$ cat config.mk
export PLATFORM = sky130hd
export DESIGN_NAME = uart_rx_deframer
export DESIGN_NICKNAME = d
export VERILOG_FILES = /design/src/rtl/uart_rx_deframer_pkg.sv /design/src/rtl/uart_sync2.sv /design/src/rtl/uart_rx_deframer.sv
export SDC_FILE = /design/constraint.sdc
export NUM_CORES = 1
export LEC_CHECK = 0
export CAP_MARGIN = 10
export CORE_AREA = 2 2 73 75
export CTS_CLUSTER_DIAMETER = 100
export DETAILED_ROUTE_END_ITERATION = 12
export DIE_AREA = 0 0 75 77
export PLACE_DENSITY_LB_ADDON = 0.2
export SYNTH_ARGS = -nofsm -noshare
export SYNTH_HDL_FRONTEND = slang
export SYNTH_HIERARCHICAL = 1
export SYNTH_SLANG_ARGS = --single-unit
export TNS_END_PERCENT = 10
$ cat constraint.sdc
create_clock -name clk -period 5.87 [get_ports clk]
set_clock_uncertainty 0.2 [all_clocks]
set_input_delay 1.174 -clock clk [delete_from_list [all_inputs] [get_ports clk]]
set_output_delay 1.174 -clock clk [all_outputs]
set_load 0.01 [all_outputs]
$ cat src/rtl/uart_rx_deframer_pkg.sv
// Shared UART receive-side types and constants.
// Used by the rx deframer and its synchronizer.
package uart_rx_deframer_pkg;

    localparam int UART_DATA_WIDTH = 8;
    localparam int UART_DATA_SIZE  = $clog2(UART_DATA_WIDTH + 1);
    localparam int RX_CLOCK_WIDTH  = 5208;

    typedef enum logic [1:0] {
        RX_IDLE,
        RX_START,
        RX_DATA,
        RX_STOP
    } UART_RX_FSM;

    typedef struct packed {
        logic                       stop;
        logic                       parity;
        logic [UART_DATA_WIDTH-1:0] data;
    } rx_byte_stop;

    // True when the data byte plus its parity bit do not match the expected sense.
    function automatic logic parity_error(input logic [UART_DATA_WIDTH-1:0] data,
                                          input logic parity_bit,
                                          input logic odd);
        return ((^data) ^ parity_bit) != odd;
    endfunction

endpackage

$ cat src/rtl/uart_sync2.sv
// Two-flop synchronizer for an asynchronous, idle-high serial input.
// Both flops preset to 1 so reset release never looks like a falling edge.
module uart_sync2 (
    input  logic clk,
    input  logic rst_n,
    input  logic i_async,
    output logic o_sync
);

    logic r_meta;
    logic r_sync;

    always_ff @(posedge clk or negedge rst_n) begin
        if (!rst_n) begin
            r_meta <= 1'b1;
            r_sync <= 1'b1;
        end else begin
            r_meta <= i_async;
            r_sync <= r_meta;
        end
    end

    assign o_sync = r_sync;

endmodule

$ cat src/rtl/uart_rx_deframer.sv
// UART receiver: mid-bit sampling of start, 8 data bits LSB-first, parity and stop,
// with the byte and its status held behind a sticky valid flag.
module uart_rx_deframer
    import uart_rx_deframer_pkg::*;
#(
    parameter int CLKS_PER_BIT = RX_CLOCK_WIDTH,
    parameter bit PARITY_ODD   = 1'b0
) (
    input  logic                       clk,
    input  logic                       rst_n,
    input  logic                       rx_i,
    input  logic                       rx_clr,
    output logic [UART_DATA_WIDTH-1:0] rx_data,
    output logic                       rx_valid,
    output logic                       rx_parity_err,
    output logic                       rx_frame_err,
    output logic                       rx_overrun,
    output logic                       rx_busy
);

    localparam int                        CNT_W    = $clog2(CLKS_PER_BIT);
    localparam logic [CNT_W-1:0]          CNT_LAST = CNT_W'(CLKS_PER_BIT - 1);
    localparam logic [CNT_W-1:0]          CNT_HALF = CNT_W'(CLKS_PER_BIT / 2 - 1);
    localparam logic [UART_DATA_SIZE-1:0] IDX_LAST = UART_DATA_SIZE'(UART_DATA_WIDTH);

    logic                       w_rx_s;
    logic                       w_fall;
    logic                       w_done;
    logic                       w_perr;
    rx_byte_stop                w_frame;

    UART_RX_FSM                 r_state;
    logic                       r_rx_prev;
    logic [CNT_W-1:0]           r_cnt;
    logic [UART_DATA_SIZE-1:0]  r_idx;
    logic [UART_DATA_WIDTH:0]   r_shift;
    logic [UART_DATA_WIDTH-1:0] r_data;
    logic                       r_valid;
    logic                       r_perr;
    logic                       r_ferr;
    logic                       r_ovr;

    uart_sync2 u_sync (
        .clk     (clk),
        .rst_n   (rst_n),
        .i_async (rx_i),
        .o_sync  (w_rx_s)
    );

    assign w_fall  = r_rx_prev && !w_rx_s;
    assign w_done  = (r_state == RX_STOP) && (r_cnt == CNT_LAST);
    assign w_frame = {w_rx_s, r_shift};
    assign w_perr  = parity_error(w_frame.data, w_frame.parity, PARITY_ODD);

    always_ff @(posedge clk or negedge rst_n) begin
        if (!rst_n) begin
            r_state   <= RX_IDLE;
            r_rx_prev <= 1'b1;
            r_cnt     <= '0;
            r_idx     <= '0;
            r_shift   <= '0;
            r_data    <= '0;
            r_valid   <= 1'b0;
            r_perr    <= 1'b0;
            r_ferr    <= 1'b0;
            r_ovr     <= 1'b0;
        end else begin
            r_rx_prev <= w_rx_s;

            unique case (r_state)
                RX_IDLE: begin
                    r_cnt <= '0;
                    if (w_fall) begin
                        r_state <= RX_START;
                    end
                end
                RX_START: begin
                    if (r_cnt == CNT_HALF) begin
                        r_cnt   <= '0;
                        r_idx   <= '0;
                        r_state <= w_rx_s ? RX_IDLE : RX_DATA;
                    end else begin
                        r_cnt <= r_cnt + CNT_W'(1);
                    end
                end
                RX_DATA: begin
                    if (r_cnt == CNT_LAST) begin
                        r_cnt   <= '0;
                        r_shift <= {w_rx_s, r_shift[UART_DATA_WIDTH:1]};
                        if (r_idx == IDX_LAST) begin
                            r_state <= RX_STOP;
                        end else begin
                            r_idx <= r_idx + UART_DATA_SIZE'(1);
                        end
                    end else begin
                        r_cnt <= r_cnt + CNT_W'(1);
                    end
                end
                RX_STOP: begin
                    if (r_cnt == CNT_LAST) begin
                        r_cnt   <= '0;
                        r_state <= RX_IDLE;
                    end else begin
                        r_cnt <= r_cnt + CNT_W'(1);
                    end
                end
                default: begin
                    r_cnt   <= '0;
                    r_state <= RX_IDLE;
                end
            endcase

            // A clear coinciding with completion frees the slot for the new byte.
            if (w_done) begin
                if (!r_valid || rx_clr) begin
                    r_data  <= w_frame.data;
                    r_perr  <= w_perr;
                    r_ferr  <= !w_frame.stop;
                    r_valid <= 1'b1;
                    if (rx_clr) begin
                        r_ovr <= 1'b0;
                    end
                end else begin
                    r_ovr <= 1'b1;
                end
            end else if (rx_clr) begin
                r_valid <= 1'b0;
                r_perr  <= 1'b0;
                r_ferr  <= 1'b0;
                r_ovr   <= 1'b0;
            end
        end
    end

    assign rx_data       = r_data;
    assign rx_valid      = r_valid;
    assign rx_parity_err = r_perr;
    assign rx_frame_err  = r_ferr;
    assign rx_overrun    = r_ovr;
    assign rx_busy       = (r_state != RX_IDLE);

endmodule

==> qor.csv, run 1 <==
metric;value;unit
status;completed;
crit_chain;or2_2, clkdlybuf4s50_1;
rr_worst_depth;5;
fillers;439;
layout_setup_ws;2.867;ns
finalSetupTns;0;ns
critPathSlowestCell;dfrtp_1;
dr.first_iter.drc_count;44;
final-max-slew-violation-count;0;
io_pins;17;
first_pass_iters;5;
hold_buffers;0;
avgSynthCellArea;12.42;um^2
final_common_cell;dfrtp_1;
io_buffers;16;
overflow;0;
core;4977;um^2
vias_per_cell;5.063;
finalHoldViolCount;0;
insertedDiodeCount;0;
wl_per_cell;13.73;um
antenna_found_initial;0;
period_minus_slack;3.003;ns
ys_ff_latch;43;
worstSetupEndpointType;output pin;
grt_pass1_wl;6244;um
cts_sinks;43;
die_h;77;um
hold_class;reg2reg;
clockBufferDepth;2;
yosys.area.top_type;dfrtp_1;
path_clk_slew;0.07;ns
num_rows;26;
post_cts_buffers;0;
crit_arrival;1.63;ns
yosys_warnings;6;
finalPower;0.0005102;W
regToRegSetupSlack;3.37;ns
ys_top_cells_by_area;dfrtp_1, mux2_4, mux2_2, xor2_1, dfstp_2;
slew_headroom;0.3803;
holdPathEnd;u_sync/o_sync$_DFF_PN1_;
r2r_start;r_cnt[0]$_DFF_PN0_;
hp-start;u_sync/r_meta$_DFF_PN1_;
r2r-end;r_state[0]$_DFFE_PN0P_;
grt_start_max_net_pins;44;
whs_path_depth;0;
clock_latency;0.28;ns
totalWireLength;3501;um
fmax;333.0;MHz
multiInputGateArea;927.1;um^2
critPathLaunchType;flop;
drive_gt1_frac;0.2054;
async_flop_share;1.000;
ant_nets;0;
worstMarginPinSlew;0.9295;ns
pre_cts_ws;3.086;ns
syn-num-nets;175;
layout.cells.non_filler;255;
cts_root_buf;clkbuf_8;
area_growth;13.43;%
max_cap_viol_count;0;
layout.nets;191;
synth_area;2087;um^2
ir_drop;0.1196;mV
die_w;75;um
p_per_area;215.5;nW/um^2
ctsResizeCount;0;
syn_inst;168;
yosysSeqAreaShare;0.5174;
vias;1291;
required;4.50;ns
grt_use_total;0.1374;
synth_edf_count;0;
dieArea;5775;um^2
cts_buffers;5;
min_period_over_period;0.5117;
grt_pass1_vias;1317;
synth_flop_cell;dfrtp_1;
dp_hpwl;2464;um
gp_congestion;0.7783;
rsz0062_at_grt;false;
layout.area.seq;1080;um^2
setup.worst_path.class;reg2out;
yosysTopAreaCellShare;0.4796;
place_inst;247;
max_stage_delay;0.53;ns
setup_viol;0;
htree_levels;2;
drcViolationCount;0;
cts_tree;built;
start_util;0.4193;
ys_types;44;
p_leak;1.069;nW
cp_max_fo;12;
layout_common_cells;dfrtp_1, clkdlybuf4s50_1, nor2_1;
## layout make-up
type / instances / area share
multi-input cells: 111 / 0.3916
inverters: 7 / 0.01110
flip-flops and latches: 43 / 0.4561
clock buffers: 7 / 0.03647
well taps: 70 / 0.03700
clock inverters: 1 / 0.002114
repair buffers: 16 / 0.06554
## metrics by stage
| stage | hold slack (ns) | util | instance area (um^2) |
|---|---|---|---|
| final | 0.1570 | 0.4756 | 2367 |
| after global placement | 0.1470 | 0.4573 | 2276 |
| after floorplan | 0.1452 | - | 2087 |
| after global routing | 0.1612 | 0.4756 | 2367 |
| after CTS | 0.1584 | 0.4756 | 2367 |
| after detailed placement | 0.1468 | 0.4573 | 2276 |
## synth_stat cells, types with 3 or more instances
master and n:
dfstp_2 3, nand2b_1 3, dfrtp_1 40, and2_1 3
nor2_1 14, a21oi_1 3, nand3_1 6, and3_1 3
inv_1 7, mux2_2 9, xnor2_1 7, nand4_1 7
mux2_4 9, xor2_1 10, clkbuf_1 3, ha_1 3
nand2_1 4
## registers in the layout, indices dropped and copies added (netlist names), named ones only
register,flops
rx_valid,1
rx_data,8
r_shift,9
r_idx,4
rx_frame_err,1
r_state,1
rx_parity_err,1
u_sync/o_sync,1
rx_overrun,1
r_rx_prev,1
u_sync/r_meta,1
r_cnt,13
## report_power, final
part	total, W	internal (W)	switching, W
combinational	0.0000198	0.00000685	0.0000130
sequential	0.000304	0.000300	0.00000371
clock	0.000187	0.0000949	0.0000920
total	0.000510	0.000402	0.000109
## kinds of logic after synthesis
family	synth area share
simple gates	0.1691
fa+ha+maj	0.01799
flops	0.5174
buf+inv	0.03837
mux	0.1181
xor+xnor	0.08213
compound gates	0.05696
## layer usage
metal | global-route usage | wire (um) | vias up
met3 | 0.03154 | 87 | 4
met2 | 0.2158 | 1676 | 17
met1 | 0.1861 | 1710 | 645
met4 | 0.04286 | 27 | 0
li1 | - | - | 625
met5 | 0 | 0 | -
## how the worst max path moves through the flow
stage	endpoint	slack, ns	cells past startpoint
final	rx_busy	2.87	2
after floorplan	rx_busy	3.57	2
after detailed placement	rx_data[5]$_DFFE_PN0P_	3.09	4
after CTS	rx_busy	2.86	2
after global routing	rx_busy	2.81	2
after global placement	rx_data[5]$_DFFE_PN0P_	3.15	4
## worst max-delay path, delay by kind of cell (launching register included)
family        cells  cell delay, ns
flops             1            0.53
buf+inv           1            0.47
simple gates      1            0.35
Note: power is estimated with default switching activity, not from simulation.
==> run 2, diff against run 1 <==
- clock period: 5.87 -> 2.7 ns (I/O delays scaled with it)
==> run 2 against run 1 <==
  * Sequential power up 120%
  * Global-route usage grew 0.35 points
  * Largest cell class unchanged
  * Combinational power up 130%
  * Highest routed layer unchanged
  * First-iteration DRC count grew 32%
  * Critical endpoint unchanged
==> qor.csv, run 2 (synthesis results as in run 1) <==
metric;value;unit
grt_start_max_net_pins;44;
die_h;77;um
largest_reg_flops;13;
wl_per_cell;14.01;um
max_stage_delay;0.54;ns
dr.first_iter.drc_count;58;
placed_cell_area;2291;um^2
drive_gt1_frac;0.2139;
clockBufferDepth;2;
vias_per_cell;5.047;
p_leak;1.071;nW
gp_congestion;0.8847;
antenna_found_initial;0;
critPathSlowestCell;dfrtp_1;
max_cap_viol_count;0;
overflow;0;
slew_headroom;0.3841;
area_growth;13.85;%
path_clk_slew;0.08;ns
finalSetupTns;0;ns
pre_cts_ws;0.4481;ns
post_cts_buffers;0;
final-max-slew-violation-count;0;
core;4977;um^2
cp.buffers_inverters;1;
insertedDiodeCount;0;
critPathLaunchType;flop;
status;completed;
layout_common_cells;dfrtp_1, clkdlybuf4s50_1, nor2_1;
min_period_over_period;0.8902;
path_delay_family;flip-flops;
hp-start;u_sync/r_meta$_DFF_PN1_;
layout.nets;193;
ctsResizeCount;0;
vias;1297;
num_rows;26;
grt_use_total;0.1408;
setup.worst_path.class;reg2out;
io_buffers;16;
grt_pass1_wl;6244;um
p_per_area;464.9;nW/um^2
stdcell_area;2376;um^2
setup_viol;0;
grt_pass1_vias;1320;
cts_buffers;5;
first_pass_iters;4;
layout.cells.non_filler;257;
cts_tree;built;
hold_buffers;0;
period_minus_slack;2.403;ns
dp_hpwl;2443;um
drcViolationCount;0;
die_w;75;um
crit_chain;or2_2, clkdlybuf4s50_1;
place_inst;249;
rsz0062_at_grt;false;
cts_sinks;43;
totalWireLength;3601;um
fmax;416.1;MHz
finalPower;0.001105;W
clock_latency;0.30;ns
io_pins;17;
crit_arrival;1.66;ns
dieArea;5775;um^2
htree_levels;2;
ant_nets;0;
cp_max_fo;12;
final_common_cell;dfrtp_1;
finalHoldViolCount;0;
hold_class;reg2reg;
layout_setup_ws;0.2966;ns
required;1.96;ns
r2r_start;r_cnt[0]$_DFF_PN0_;
worstMarginPinSlew;0.9238;ns
ir_drop;0.1835;mV
top_register;r_cnt;
worstSetupEndpointType;output pin;
start_util;0.4193;
cts_root_buf;clkbuf_8;
==> run 2: area by class of cell <==
class | instances | area (um^2)
clock buffers | 6 | 72.57
clock inverters | 2 | 12.51
repair buffers | 18 | 170.2
fillers | 459 | 2601
multi-input cells | 111 | 927.1
inverters | 7 | 26.28
well taps | 70 | 87.58
flip-flops and latches | 43 | 1080
==> run 2: path summary, 6_finish.rpt <==
kind | end | slack, ns | depth (start not counted)
min in group asynchronous | r_cnt[10]$_DFF_PN0_ | 0.18 | 1
min | u_sync/o_sync$_DFF_PN1_ | 0.16 | 0
max in group asynchronous | rx_valid$_DFFE_PN0P_ | 1.55 | 1
max | rx_busy | 0.30 | 2
max reg2reg | rx_data[5]$_DFFE_PN0P_ | 0.46 | 6
min reg2reg | u_sync/o_sync$_DFF_PN1_ | 0.16 | 0
==> run 2: power breakdown <==
| group | switching [W] | internal [W] |
|---|---|---|
| clock network | 0.000219 | 0.000181 |
| logic | 0.0000277 | 0.0000169 |
| registers | 0.00000870 | 0.000652 |
==> run 2: through the flow <==
stage	utilization	hold WS [ns]
floorplan	-	0.04441
global placement	0.4603	0.1464
detailed placement	0.4603	0.1473
CTS	0.4774	0.1598
global route	0.4774	0.1675
finish	0.4774	0.1566
==> run 2: per-layer routing <==
| layer | part of all wire | global-route usage | up-vias | wire length [um] |
|---|---|---|---|---|
| met5 | 0 | 0 | - | 0 |
| met4 | 0.011 | 0.05357 | 0 | 40 |
| met3 | 0.038 | 0.04862 | 5 | 137 |
| met2 | 0.45 | 0.2053 | 20 | 1621 |
| met1 | 0.50 | 0.1912 | 646 | 1801 |
| li1 | - | - | 626 | - |
==> run 3, diff against run 2 <==
- PLACE_DENSITY: unset -> 0.67
- PLACE_DENSITY_LB_ADDON: 0.2 -> unset
==> run 3 against run 2 <==
  * Sequential cell count unchanged
  * Worst setup slack improved by 0.089 ns
  * Count of clock-buffer cells in the layout unchanged
  * Fmax increased by 3.9%
  * First-iteration DRC count increased by 1.7%
  * Sequential power about the same
  * Core utilization increased by 0.65 points
  * Die area unchanged
  * Non-clock buffer count increased by 4
  * Sequential share of layout area decreased by 0.61 points
  * Wire length decreased by 8.2%
  * Total power decreased by 1.1%
  * Critical path type unchanged
  * Critical endpoint unchanged
  * Largest power group unchanged
==> qor.csv, run 3 (synthesis results as in run 1) <==
metric;value;unit
slew_headroom;0.7134;
io_buffers;16;
htree_levels;2;
layout_setup_ws;0.3859;ns
antenna_found_initial;0;
min_period_over_period;0.8571;
ctsResizeCount;0;
grt_use_total;0.1320;
finalHoldViolCount;0;
status;completed;
overflow;0;
pre_cts_ws;0.5027;ns
gp_congestion;0.7676;
hold_buffers;1;
p_leak;1.091;nW
required;1.96;ns
insertedDiodeCount;0;
largest_reg_flops;13;
period_minus_slack;2.314;ns
hold_ws;0.1577;ns
fmax;432.1;MHz
layout.nets;197;
path_clk_slew;0.08;ns
setup.worst_path.class;reg2out;
setup_viol;0;
crit_start;r_state[0]$_DFFE_PN0P_;
totalWireLength;3305;um
layout_common_cells;dfrtp_1, clkdlybuf4s50_1, nor2_1;
final-max-slew-violation-count;0;
cts_root_buf;clkbuf_8;
first_pass_iters;5;
core;4977;um^2
dieArea;5775;um^2
cp_max_fo;10;
cts_buffers;5;
die_w;75;um
wl_per_cell;12.66;um
dp_hpwl;2427;um
io_pins;17;
clock_latency;0.28;ns
max_cap_viol_count;0;
finalSetupTns;0;ns
drcViolationCount;0;
placed_cell_area;2313;um^2
hold_class;reg2reg;
crit_arrival;1.57;ns
ant_nets;0;
fillers;478;
hp-start;u_sync/r_meta$_DFF_PN1_;
area_growth;15.41;%
vias;1279;
num_rows;26;
worstSetupEndpointType;output pin;
dr.first_iter.drc_count;59;
die_h;77;um
rsz0062_at_grt;false;
post_cts_buffers;0;
ir_drop;0.2359;mV
p_per_area;453.6;nW/um^2
top_register;r_cnt;
critPathLaunchType;flop;
stdcell_area;2409;um^2
start_util;0.4193;
r2r_start;r_cnt[0]$_DFF_PN0_;
drive_gt1_frac;0.2251;
grt_pass1_wl;5961;um
worstMarginPinSlew;0.4279;ns
clockBufferDepth;2;
grt_start_max_net_pins;21;
cts_tree;built;
grt_pass1_vias;1330;
final_common_cell;dfrtp_1;
vias_per_cell;4.900;
cts_sinks;43;
run 3: metal layers:
layer / up-vias / GRT usage / part of all wire
li1: 632 / - / -
met1: 632 / 0.1840 / 0.50
met2: 13 / 0.1965 / 0.47
met3: 2 / 0.02891 / 0.022
met4: 0 / 0.05536 / 0.010
met5: - / 0 / 0
run 3: worst paths after layout:
kind | end | slack (ns) | cells past startpoint
max in group asynchronous | u_sync/o_sync$_DFF_PN1_ | 1.18 | 3
max | rx_busy | 0.39 | 2
min reg2reg | u_sync/o_sync$_DFF_PN1_ | 0.16 | 0
max reg2reg | rx_data[2]$_DFFE_PN0P_ | 0.52 | 6
min | u_sync/o_sync$_DFF_PN1_ | 0.16 | 0
min in group asynchronous | r_cnt[1]$_DFF_PN0_ | 0.49 | 2
run 3: stage by stage:
stage                 util  cells  total power (W)
CTS                 0.4839    261         0.001115
finish              0.4839    261         0.001092
detailed placement  0.4648    252        0.0007221
global placement    0.4648    252        0.0007216
floorplan                -    168        0.0006932
global route        0.4839    261         0.001145
run 3: worst max-delay path: stages (launching register included):
cell and delay, ns:
dfrtp_1 0.50, or2_2 0.32, clkdlybuf4s50_1 0.47
run 3: power by group:
part | switching [W] | total [W] | internal (W)
Clock | 0.000203 | 0.000384 | 0.000181
Sequential | 0.00000816 | 0.000660 | 0.000652
Combinational | 0.0000291 | 0.0000489 | 0.0000198
Total | 0.000240 | 0.00109 | 0.000852
run 3: cell type report:
| type | instances | area, um^2 | area share |
|---|---|---|---|
| clock buffers | 6 | 72.57 | 0.03013 |
| clock inverters | 2 | 12.51 | 0.005195 |
| inverters | 7 | 26.28 | 0.01091 |
| multi-input cells | 111 | 927.1 | 0.3849 |
| flip-flops and latches | 43 | 1080 | 0.4483 |
| well taps | 70 | 87.58 | 0.03636 |
| repair buffers | 22 | 202.7 | 0.08416 |
